--- src/rtl/mem_wr_packer_if.sv ---
// Handshake/bus bundle between the UART/ALU side and the memory write packer.
// The packer takes the slave view; the producer/memory model takes the master view.
interface mem_wr_packer_if #(
  parameter int BYTE_W = 8,
  parameter int WORD_W = 16,
  parameter int RES_W  = 16,
  parameter int ADDR_W = 4
);
  logic [3:0]        controll;
  logic [BYTE_W-1:0] rx_data;
  logic              rx_valid;
  logic [RES_W-1:0]  alu_result;
  logic              alu_valid;
  logic              wr_ready;
  logic [WORD_W-1:0] din;
  logic [ADDR_W-1:0] wr_addr;
  logic              wr_en;
  logic              rx_ready;
  logic              overflow;
  logic              wrapped;

  modport master (
    output controll, rx_data, rx_valid, alu_result, alu_valid, wr_ready,
    input  din, wr_addr, wr_en, rx_ready, overflow, wrapped
  );

  modport slave (
    input  controll, rx_data, rx_valid, alu_result, alu_valid, wr_ready,
    output din, wr_addr, wr_en, rx_ready, overflow, wrapped
  );
endinterface

--- src/rtl/mem_wr_packer.sv ---
// Packs rx bytes little-endian into memory words (or formats ALU results) and
// issues one held write per word with an auto-incrementing, wrapping address.
module mem_wr_packer #(
  parameter int BYTE_W = 8,
  parameter int WORD_W = 16,
  parameter int RES_W  = 16,
  parameter int ADDR_W = 4
) (
  input logic            clk,
  input logic            rst_n,
  mem_wr_packer_if.slave bus
);
  localparam int NB    = WORD_W / BYTE_W;
  localparam int CNT_W = (NB > 1) ? $clog2(NB) : 1;
  localparam logic [CNT_W-1:0] LAST_LANE = CNT_W'(NB - 1);

  localparam logic [3:0] OP_VOID     = 4'b0000;
  localparam logic [3:0] OP_LOAD     = 4'b0001;
  localparam logic [3:0] OP_SHOWMOVE = 4'b0100;
  localparam logic [3:0] OP_SHOWADD  = 4'b0110;
  localparam logic [3:0] OP_SHOWSUB  = 4'b1000;
  localparam logic [3:0] OP_SHOWMUL  = 4'b1010;

  typedef enum logic [1:0] {IDLE, COLLECT, WRITE} state_t;

  state_t            state_q, state_d;
  logic [WORD_W-1:0] word_p0;
  logic [ADDR_W-1:0] addr_p0;
  logic [CNT_W-1:0]  cnt_p0;
  logic              ovf_p0;
  logic              wrap_p0;

  // Zero-extends a narrow result or keeps the low WORD_W bits of a wide one.
  function automatic logic [WORD_W-1:0] fit_result(input logic [RES_W-1:0] r);
    logic [RES_W+WORD_W-1:0] ext;
    ext = {{WORD_W{1'b0}}, r};
    return ext[WORD_W-1:0];
  endfunction

  function automatic logic is_show(input logic [3:0] op);
    return (op == OP_SHOWMOVE) || (op == OP_SHOWADD) ||
           (op == OP_SHOWSUB)  || (op == OP_SHOWMUL);
  endfunction

  logic is_load, take_first, take_alu, take_byte, flush, last_byte;

  assign is_load    = (bus.controll == OP_LOAD);
  assign take_first = (state_q == IDLE) && is_load && bus.rx_valid;
  assign take_alu   = (state_q == IDLE) && is_show(bus.controll) && bus.alu_valid;
  assign take_byte  = (state_q == COLLECT) && is_load && bus.rx_valid;
  assign flush      = (state_q == COLLECT) && !is_load;
  assign last_byte  = (cnt_p0 == LAST_LANE);

  always_ff @(posedge clk) begin
    if (!rst_n) state_q <= IDLE;
    else        state_q <= state_d;
  end

  always_comb begin
    state_d = state_q;
    unique case (state_q)
      IDLE: begin
        if (take_first)    state_d = (NB == 1) ? WRITE : COLLECT;
        else if (take_alu) state_d = WRITE;
      end
      COLLECT: begin
        if (flush || (take_byte && last_byte)) state_d = WRITE;
      end
      WRITE: begin
        if (bus.wr_ready) state_d = IDLE;
      end
      default: state_d = IDLE;
    endcase
  end

  always_comb begin
    bus.wr_en    = (state_q == WRITE);
    bus.rx_ready = (state_q != WRITE);
  end

  // Word/address stage: lanes above the first byte are cleared so a flushed
  // partial word carries zeros in its unfilled lanes.
  always_ff @(posedge clk) begin
    if (!rst_n) begin
      word_p0 <= '0;
      addr_p0 <= '0;
      cnt_p0  <= '0;
      ovf_p0  <= 1'b0;
      wrap_p0 <= 1'b0;
    end else begin
      wrap_p0 <= 1'b0;
      if (take_first) begin
        word_p0 <= WORD_W'(bus.rx_data);
        cnt_p0  <= CNT_W'(1);
      end else if (take_alu) begin
        word_p0 <= fit_result(bus.alu_result);
      end else if (take_byte) begin
        word_p0[int'(cnt_p0)*BYTE_W +: BYTE_W] <= bus.rx_data;
        cnt_p0 <= cnt_p0 + 1'b1;
      end
      if ((state_q == IDLE) && (bus.controll == OP_VOID)) begin
        addr_p0 <= '0;
        ovf_p0  <= 1'b0;
      end
      if (state_q == WRITE) begin
        if (bus.rx_valid) ovf_p0 <= 1'b1;
        if (bus.wr_ready) begin
          addr_p0 <= addr_p0 + 1'b1;
          cnt_p0  <= '0;
          wrap_p0 <= (addr_p0 == {ADDR_W{1'b1}});
        end
      end
    end
  end

  assign bus.din      = word_p0;
  assign bus.wr_addr  = addr_p0;
  assign bus.overflow = ovf_p0;
  assign bus.wrapped  = wrap_p0;
endmodule

--- src/flat_wrapper.sv ---
// flat-port wrapper written by rule: the top's interface ports become plain ports
module mem_wr_packer_flat 
#(
  parameter int BYTE_W = 8,
  parameter int WORD_W = 16,
  parameter int RES_W  = 16,
  parameter int ADDR_W = 4
)
  (clk, rst_n, bus_controll, bus_rx_data, bus_rx_valid, bus_alu_result, bus_alu_valid, bus_wr_ready, bus_din, bus_wr_addr, bus_wr_en, bus_rx_ready, bus_overflow, bus_wrapped);
  mem_wr_packer_if #(.BYTE_W(BYTE_W), .WORD_W(WORD_W), .RES_W(RES_W), .ADDR_W(ADDR_W)) bus_i ();
  input logic clk;
  input logic rst_n;
  input wire logic [$bits(bus_i.controll)-1:0] bus_controll;
  input wire logic [$bits(bus_i.rx_data)-1:0] bus_rx_data;
  input wire logic [$bits(bus_i.rx_valid)-1:0] bus_rx_valid;
  input wire logic [$bits(bus_i.alu_result)-1:0] bus_alu_result;
  input wire logic [$bits(bus_i.alu_valid)-1:0] bus_alu_valid;
  input wire logic [$bits(bus_i.wr_ready)-1:0] bus_wr_ready;
  output wire logic [$bits(bus_i.din)-1:0] bus_din;
  output wire logic [$bits(bus_i.wr_addr)-1:0] bus_wr_addr;
  output wire logic [$bits(bus_i.wr_en)-1:0] bus_wr_en;
  output wire logic [$bits(bus_i.rx_ready)-1:0] bus_rx_ready;
  output wire logic [$bits(bus_i.overflow)-1:0] bus_overflow;
  output wire logic [$bits(bus_i.wrapped)-1:0] bus_wrapped;
  assign bus_i.controll = bus_controll;
  assign bus_i.rx_data = bus_rx_data;
  assign bus_i.rx_valid = bus_rx_valid;
  assign bus_i.alu_result = bus_alu_result;
  assign bus_i.alu_valid = bus_alu_valid;
  assign bus_i.wr_ready = bus_wr_ready;
  assign bus_din = bus_i.din;
  assign bus_wr_addr = bus_i.wr_addr;
  assign bus_wr_en = bus_i.wr_en;
  assign bus_rx_ready = bus_i.rx_ready;
  assign bus_overflow = bus_i.overflow;
  assign bus_wrapped = bus_i.wrapped;
  mem_wr_packer #(.BYTE_W(BYTE_W), .WORD_W(WORD_W), .RES_W(RES_W), .ADDR_W(ADDR_W)) u_core (.clk(clk), .rst_n(rst_n), .bus(bus_i));
endmodule
--- config.mk ---
export PLATFORM = sky130hd
export DESIGN_NAME = mem_wr_packer_flat
export DESIGN_NICKNAME = d
export VERILOG_FILES = /design/src/rtl/mem_wr_packer_if.sv /design/src/rtl/mem_wr_packer.sv /design/src/flat_wrapper.sv
export SDC_FILE = /design/constraint.sdc
export NUM_CORES = 1
export LEC_CHECK = 0
export CELL_PAD_IN_SITES_DETAIL_PLACEMENT = 1
export CELL_PAD_IN_SITES_GLOBAL_PLACEMENT = 1
export CORE_MARGIN = 2
export CORE_UTILIZATION = 31
export CTS_BUF_LIST = sky130_fd_sc_hd__clkbuf_4
export CTS_CLUSTER_SIZE = 8
export DETAILED_ROUTE_END_ITERATION = 12
export GPL_ROUTABILITY_DRIVEN = 0
export HOLD_SLACK_MARGIN = 0.03
export PLACE_DENSITY_LB_ADDON = 0.1
export REMOVE_ABC_BUFFERS = 1
export SLEW_MARGIN = 0
export SYNTH_ARGS = -nofsm -noshare
export SYNTH_HDL_FRONTEND = slang
export SYNTH_SLANG_ARGS = --single-unit
--- constraint.sdc ---
create_clock -name clk -period 2.75 [get_ports clk]
set_input_delay 0.55 -clock clk [delete_from_list [all_inputs] [get_ports clk]]
set_output_delay 0.55 -clock clk [all_outputs]
set_load 0.005 [all_outputs]
* Word-level counts from Yosys, hierarchy flattened *
Index checks and enable logic that the tools add are counted.

storage, ports and cells
  bits in registers = 25
  input bits = 33
  output and inout bits = 24
  logic and storage cells = 66

cells by class
  $add $sub $neg = 3
  equal/unequal tests = 12
  shifts and indexed selects = 2
  mux-type cells = 20
  bitwise gates (word level) = 1
  reduce and logical (&&, ||, !) cells = 21

operators with widths
  kind                       number
  $neg A4 Y33                1
  $shift A8 B33 Y16 const A  1
  $shiftx A8 B33 Y16         1
  $mux W16                   2
  $bwmux W16                 1
  $eq A4 B4 Y1 const B       3
  $mux W4                    3
  $logic_and A1 B1 Y1        9
  $eq A4 B3 Y1 const B       2
  $mux W1                    8
  $mux W2                    4
  $mux W8                    1
  $ne A2 B2 Y1 const B       3
  $pmux W2 S3                1
  $reduce_and A3 Y1          2
  $add A4 B1 Y4 const B      1
  $eq A4 B1 Y1 const B       1
  $logic_not A4 Y1           1
  $logic_or A1 B1 Y1         4
  $ne A3 B1 Y1 const B       1
  $reduce_bool A3 Y1         1
  $eq A2 B1 Y1 const B       1
  $eq A2 B2 Y1 const B       1
  $logic_not A2 Y1           1
  other kinds (5)            5

* Depth between registers and ports, before layout *
  word-level depth = 10
  depth in mapped cells = 7

* Least setup slack after synthesis *
Ideal clock, no wire load.

  kind = input to register
  from = in bus_controll[1]
  to = reg u_core.word_p0[0], in the netlist u_core.bus.din[0]
  library setup time = 0.124 ns
  arrival time = 2.041 ns
  required time = 2.626 ns
  slack = 0.585 ns
  stages = 6
  path through = or4b_4 > buf_6 > a2111oi_4 > or2_1 > buf_6 > a31oi_1

between the ends
  longest elaborated chain between the ends = 8
  elaborated cells on any way between the ends = 17
  classes of those cells = eq/ne: 5; mux: 2; reduce/logical: 10

RTL lines
  item                              line                 RTL
  from (decl)                       flat_wrapper.sv:13   input wire logic [$bits(bus_i.controll)-1:0] bus_controll;
  $eq A4 B3 Y1                      mem_wr_packer.sv:41  return (op == OP_SHOWMOVE) || (op == OP_SHOWADD) ||
  $logic_or A1 B1 Y1 (2 in a row)   mem_wr_packer.sv:41
  $logic_or A1 B1 Y1                mem_wr_packer.sv:42  (op == OP_SHOWSUB) || (op == OP_SHOWMUL);
  $logic_and A1 B1 Y1 (2 in a row)  mem_wr_packer.sv:49  assign take_alu = (state_q == IDLE) && is_show(bus.controll) && bus.alu_valid;
  $mux W16                          mem_wr_packer.sv:95  end else if (take_alu) begin
  $mux W8                           mem_wr_packer.sv:92  if (take_first) begin
  to (signal assigned)              mem_wr_packer.sv:93  word_p0 <= WORD_W'(bus.rx_data);
  to (signal assigned)              mem_wr_packer.sv:96  word_p0 <= fit_result(bus.alu_result);
  to (signal, indexed assignment)   mem_wr_packer.sv:98  word_p0[int'(cnt_p0)*BYTE_W +: BYTE_W] <= bus.rx_data;
  to (decl)                         mem_wr_packer.sv:27  logic [WORD_W-1:0] word_p0;

Parallel ways exist; a longest one is shown, timed or not.
A chain may end at the register's enable or synchronous reset.

* Worst setup path after layout *
  from = in bus_controll[2]
  to = reg u_core.word_p0[6], in the netlist u_core.bus.din[6]

Same word-level chain as after synthesis.

==> flow_summary_export.csv <==
group,metric,value,unit
finish,multi_input_area,727,µm²
detailed_routing,wl_per_cell,15.4,µm
finish,final_common_cell,"clkdlybuf4s50_1",
synth,ys_seq_area_frac,0.388,
status,status,"complete, no violations",
clock_tree,cts_buffer_depth,2,
timing,skew,0.0122,ns
timing,hold_violations,0,
detailed_routing,routed_via_density,5.06,
critical_path,worst_ep_required_time,2.95,ns
synth,ys_types,37,
detailed_routing,drtIter0Drc,19,
critical_path,slowest_delay,0.61,ns
synth,postSynthCellCount,141,
synth,syn_area_per_cell,9.14,µm²
timing,grt_setup_unrepaired,"no",
timing,slew_headroom,0.742,
power,peakVddDrop,0.191,mV
die,ioPinCount,57,
clock_tree,cts_tree,"built",
synth,yosys_warnings,0,
synth,synth_area,1290,µm²
detailed_routing,vias,1249,
die,die_x,68.5,µm
clock_tree,cts_resized,0,
critical_path,crit_path_cell_trace,"clkdlybuf4s50_1, or4b_4, a2111oi_4, or2_1, a31oi_1",
synth,ys_ff_latch,25,
die,start_util,0.322,
timing,finalSetupViolations,0,
critical_path,cp_max_fo,8,
clock_tree,clkSlewWorstSetupHoldPaths,0.15,ns
clock_tree,cts_buffers,3,
global_routing,first_global_vias,1349,
timing,drv_slew,0,
timing,fmax,443,MHz
detailed_routing,first_pass_iters,4,
detailed_routing,wirelength,3810,µm
global_routing,grt-ovfl-total,0,
place,hpwl,3010,µm
finish,drive_above_1_share,0.107,
timing,fin_tns_setup,0,ns
die,row_count,23,
clock_tree,clockRootBuffer,"clkbuf_4",
critical_path,arrival,2.46,ns
clock_tree,cts_setup_buffers,0,
global_routing,grt_pass1_wl,6110,µm
detailed_routing,detail-route-antenna-nets,0,
global_routing,grt_use_total,0.177,
finish,ff_latch_area,500,µm²
finish,nFillCells,471,
detailed_routing,drc,0,
finish,n_antenna_cell,0,
critical_path,start_kind,"input pin",
clock_tree,cts.sinks,25,
clock_tree,holdBufCountCts,0,
place,dp.cells,243,
finish,final_cell_mix,"clkdlybuf4s50_1 (56), dfxtp_1 (25), nand2_1 (24)",
finish,area_delta_synth_final,50.8,%
die,core_area,4000,µm²
critical_path,crit_slowest_cell,"or4b_4",
critical_path,worstSetupPathType,"in -> reg",
timing,post-route-min-period,2.26,ns
place,port_buffers,56,
power,power_density,378,nW/µm²
die,die_area,4690,µm²
global_routing,grt_antenna_before_repair,0,
global_routing,grt_max_degree,26,
timing,fin_crit_sh,0.820,
timing,worst_pin_slew,0.382,ns
flow_run,max-cap-violations,0,
die,die_h,68.5,µm
power,p_leak,0.731,nW
critical_path,crit_path_end_kind,"register",
clock_tree,htreeDepth,1,
clock_tree,insertion_delay,0.33,ns
min_path,hold_path.class,"reg -> reg",
finish,fin_nets,233,
finish,finalNonFillerCells,247,
[sequential cells by signal (all words and copies together) (netlist names)]
| signal | count |
|---|---|
| u_core.bus.overflow | 1 |
| u_core.bus.din | 16 |
| u_core.cnt_p0 | 1 |
| u_core.bus.wrapped | 1 |
| u_core.bus.wr_addr | 4 |
| u_core.state_q | 2 |
[cell usage after synthesis, drive strengths merged]
cell | instances | share of area
a2111oi | 1 | 0.021
a211oi | 8 | 0.078
a21oi | 1 | 0.0039
a22oi | 1 | 0.0058
a31oi | 10 | 0.049
and2 | 3 | 0.015
and3 | 1 | 0.0049
and3b | 2 | 0.014
buf | 4 | 0.024
clkbuf | 6 | 0.017
dfxtp | 25 | 0.39
ha | 2 | 0.019
inv | 2 | 0.0058
mux2i | 9 | 0.070
nand2 | 24 | 0.070
nand2b | 2 | 0.0097
nand3 | 1 | 0.0039
nand3b | 1 | 0.0058
nand4 | 1 | 0.0049
nor2 | 11 | 0.032
nor2b | 2 | 0.0097
nor3 | 2 | 0.017
nor4b | 2 | 0.014
o211ai | 1 | 0.0058
o21a | 2 | 0.012
o21ai | 1 | 0.0039
o22ai | 1 | 0.0049
o31ai | 8 | 0.047
o41ai | 1 | 0.0068
or2 | 1 | 0.0049
or3 | 1 | 0.0049
or4 | 2 | 0.012
or4b | 1 | 0.011
xor2 | 1 | 0.0068
[worst max-delay path, delay by kind of cell]
kind | cells | cell delay (ns)
AO/OA/AOI/OAI | 2 | 0.48
AND/OR/NAND/NOR | 2 | 0.93
buffers and inverters | 1 | 0.49
[report_power, final]
part	total, mW	switching (mW)	internal (mW)
registers	0.394	0.0129	0.381
clock network	0.171	0.117	0.0545
logic	0.169	0.0664	0.103
total	0.734	0.196	0.539
[metrics by stage]
| step | cell area [µm²] | hold slack (ns) | util | power [mW] | setup WS [ns] |
|---|---|---|---|---|---|
| after floorplan | 1230 | 0.474 | - | 0.458 | 0.625 |
| after global placement | 1920 | 0.474 | 0.479 | 0.568 | 0.209 |
| after detailed placement | 1920 | 0.499 | 0.479 | 0.574 | 0.132 |
| after CTS | 1940 | 0.518 | 0.486 | 0.745 | 0.494 |
| after global routing | 1940 | 0.554 | 0.486 | 0.778 | 0.426 |
| final | 1940 | 0.513 | 0.486 | 0.734 | 0.494 |
[cells by family after synthesis]
| kind of cell | Yosys count | synth area share |
|---|---|---|
| simple gates | 57 | 0.231 |
| flops | 25 | 0.388 |
| fa+ha+maj | 2 | 0.0194 |
| buf+inv | 12 | 0.0476 |
| xor+xnor | 1 | 0.00680 |
| mux | 9 | 0.0699 |
| compound gates | 35 | 0.237 |
[final timing paths]
kind / from / endpoint / slack, ns / cells past startpoint
setup / recovery: bus_controll[2] / u_core.bus.din[6]$_SDFFE_PN0P_ / 0.49 / 5
hold / removal: u_core.bus.wr_addr[3]$_SDFF_PN0_ / u_core.bus.wrapped$_SDFF_PN0_ / 0.51 / 2
setup reg to reg: u_core.state_q[0]$_SDFFE_PN0P_ / u_core.bus.din[6]$_SDFFE_PN0P_ / 0.94 / 4
hold reg to reg: u_core.bus.wr_addr[3]$_SDFF_PN0_ / u_core.bus.wrapped$_SDFF_PN0_ / 0.51 / 2
[routing by layer]
layer | vias up | global-route usage | wire length, µm
met5 | - | 0 | 0
met1 | 577 | 0.182 | 1580
met4 | 0 | 0.0525 | 28
met3 | 4 | 0.0378 | 235
li1 | 630 | - | -
met2 | 38 | 0.351 | 1960
[area by class of cell]
| cell class | instances | area share |
|---|---|---|
| Multi-Input combinational cell | 104 | 0.374 |
| Timing Repair Buffer | 62 | 0.318 |
| Sequential cell | 25 | 0.258 |
| Tap cell | 50 | 0.0322 |
| Clock buffer | 3 | 0.0116 |
| Inverter | 2 | 0.00386 |
| Clock inverter | 1 | 0.00258 |
Power figures use the tool's default switching activity.
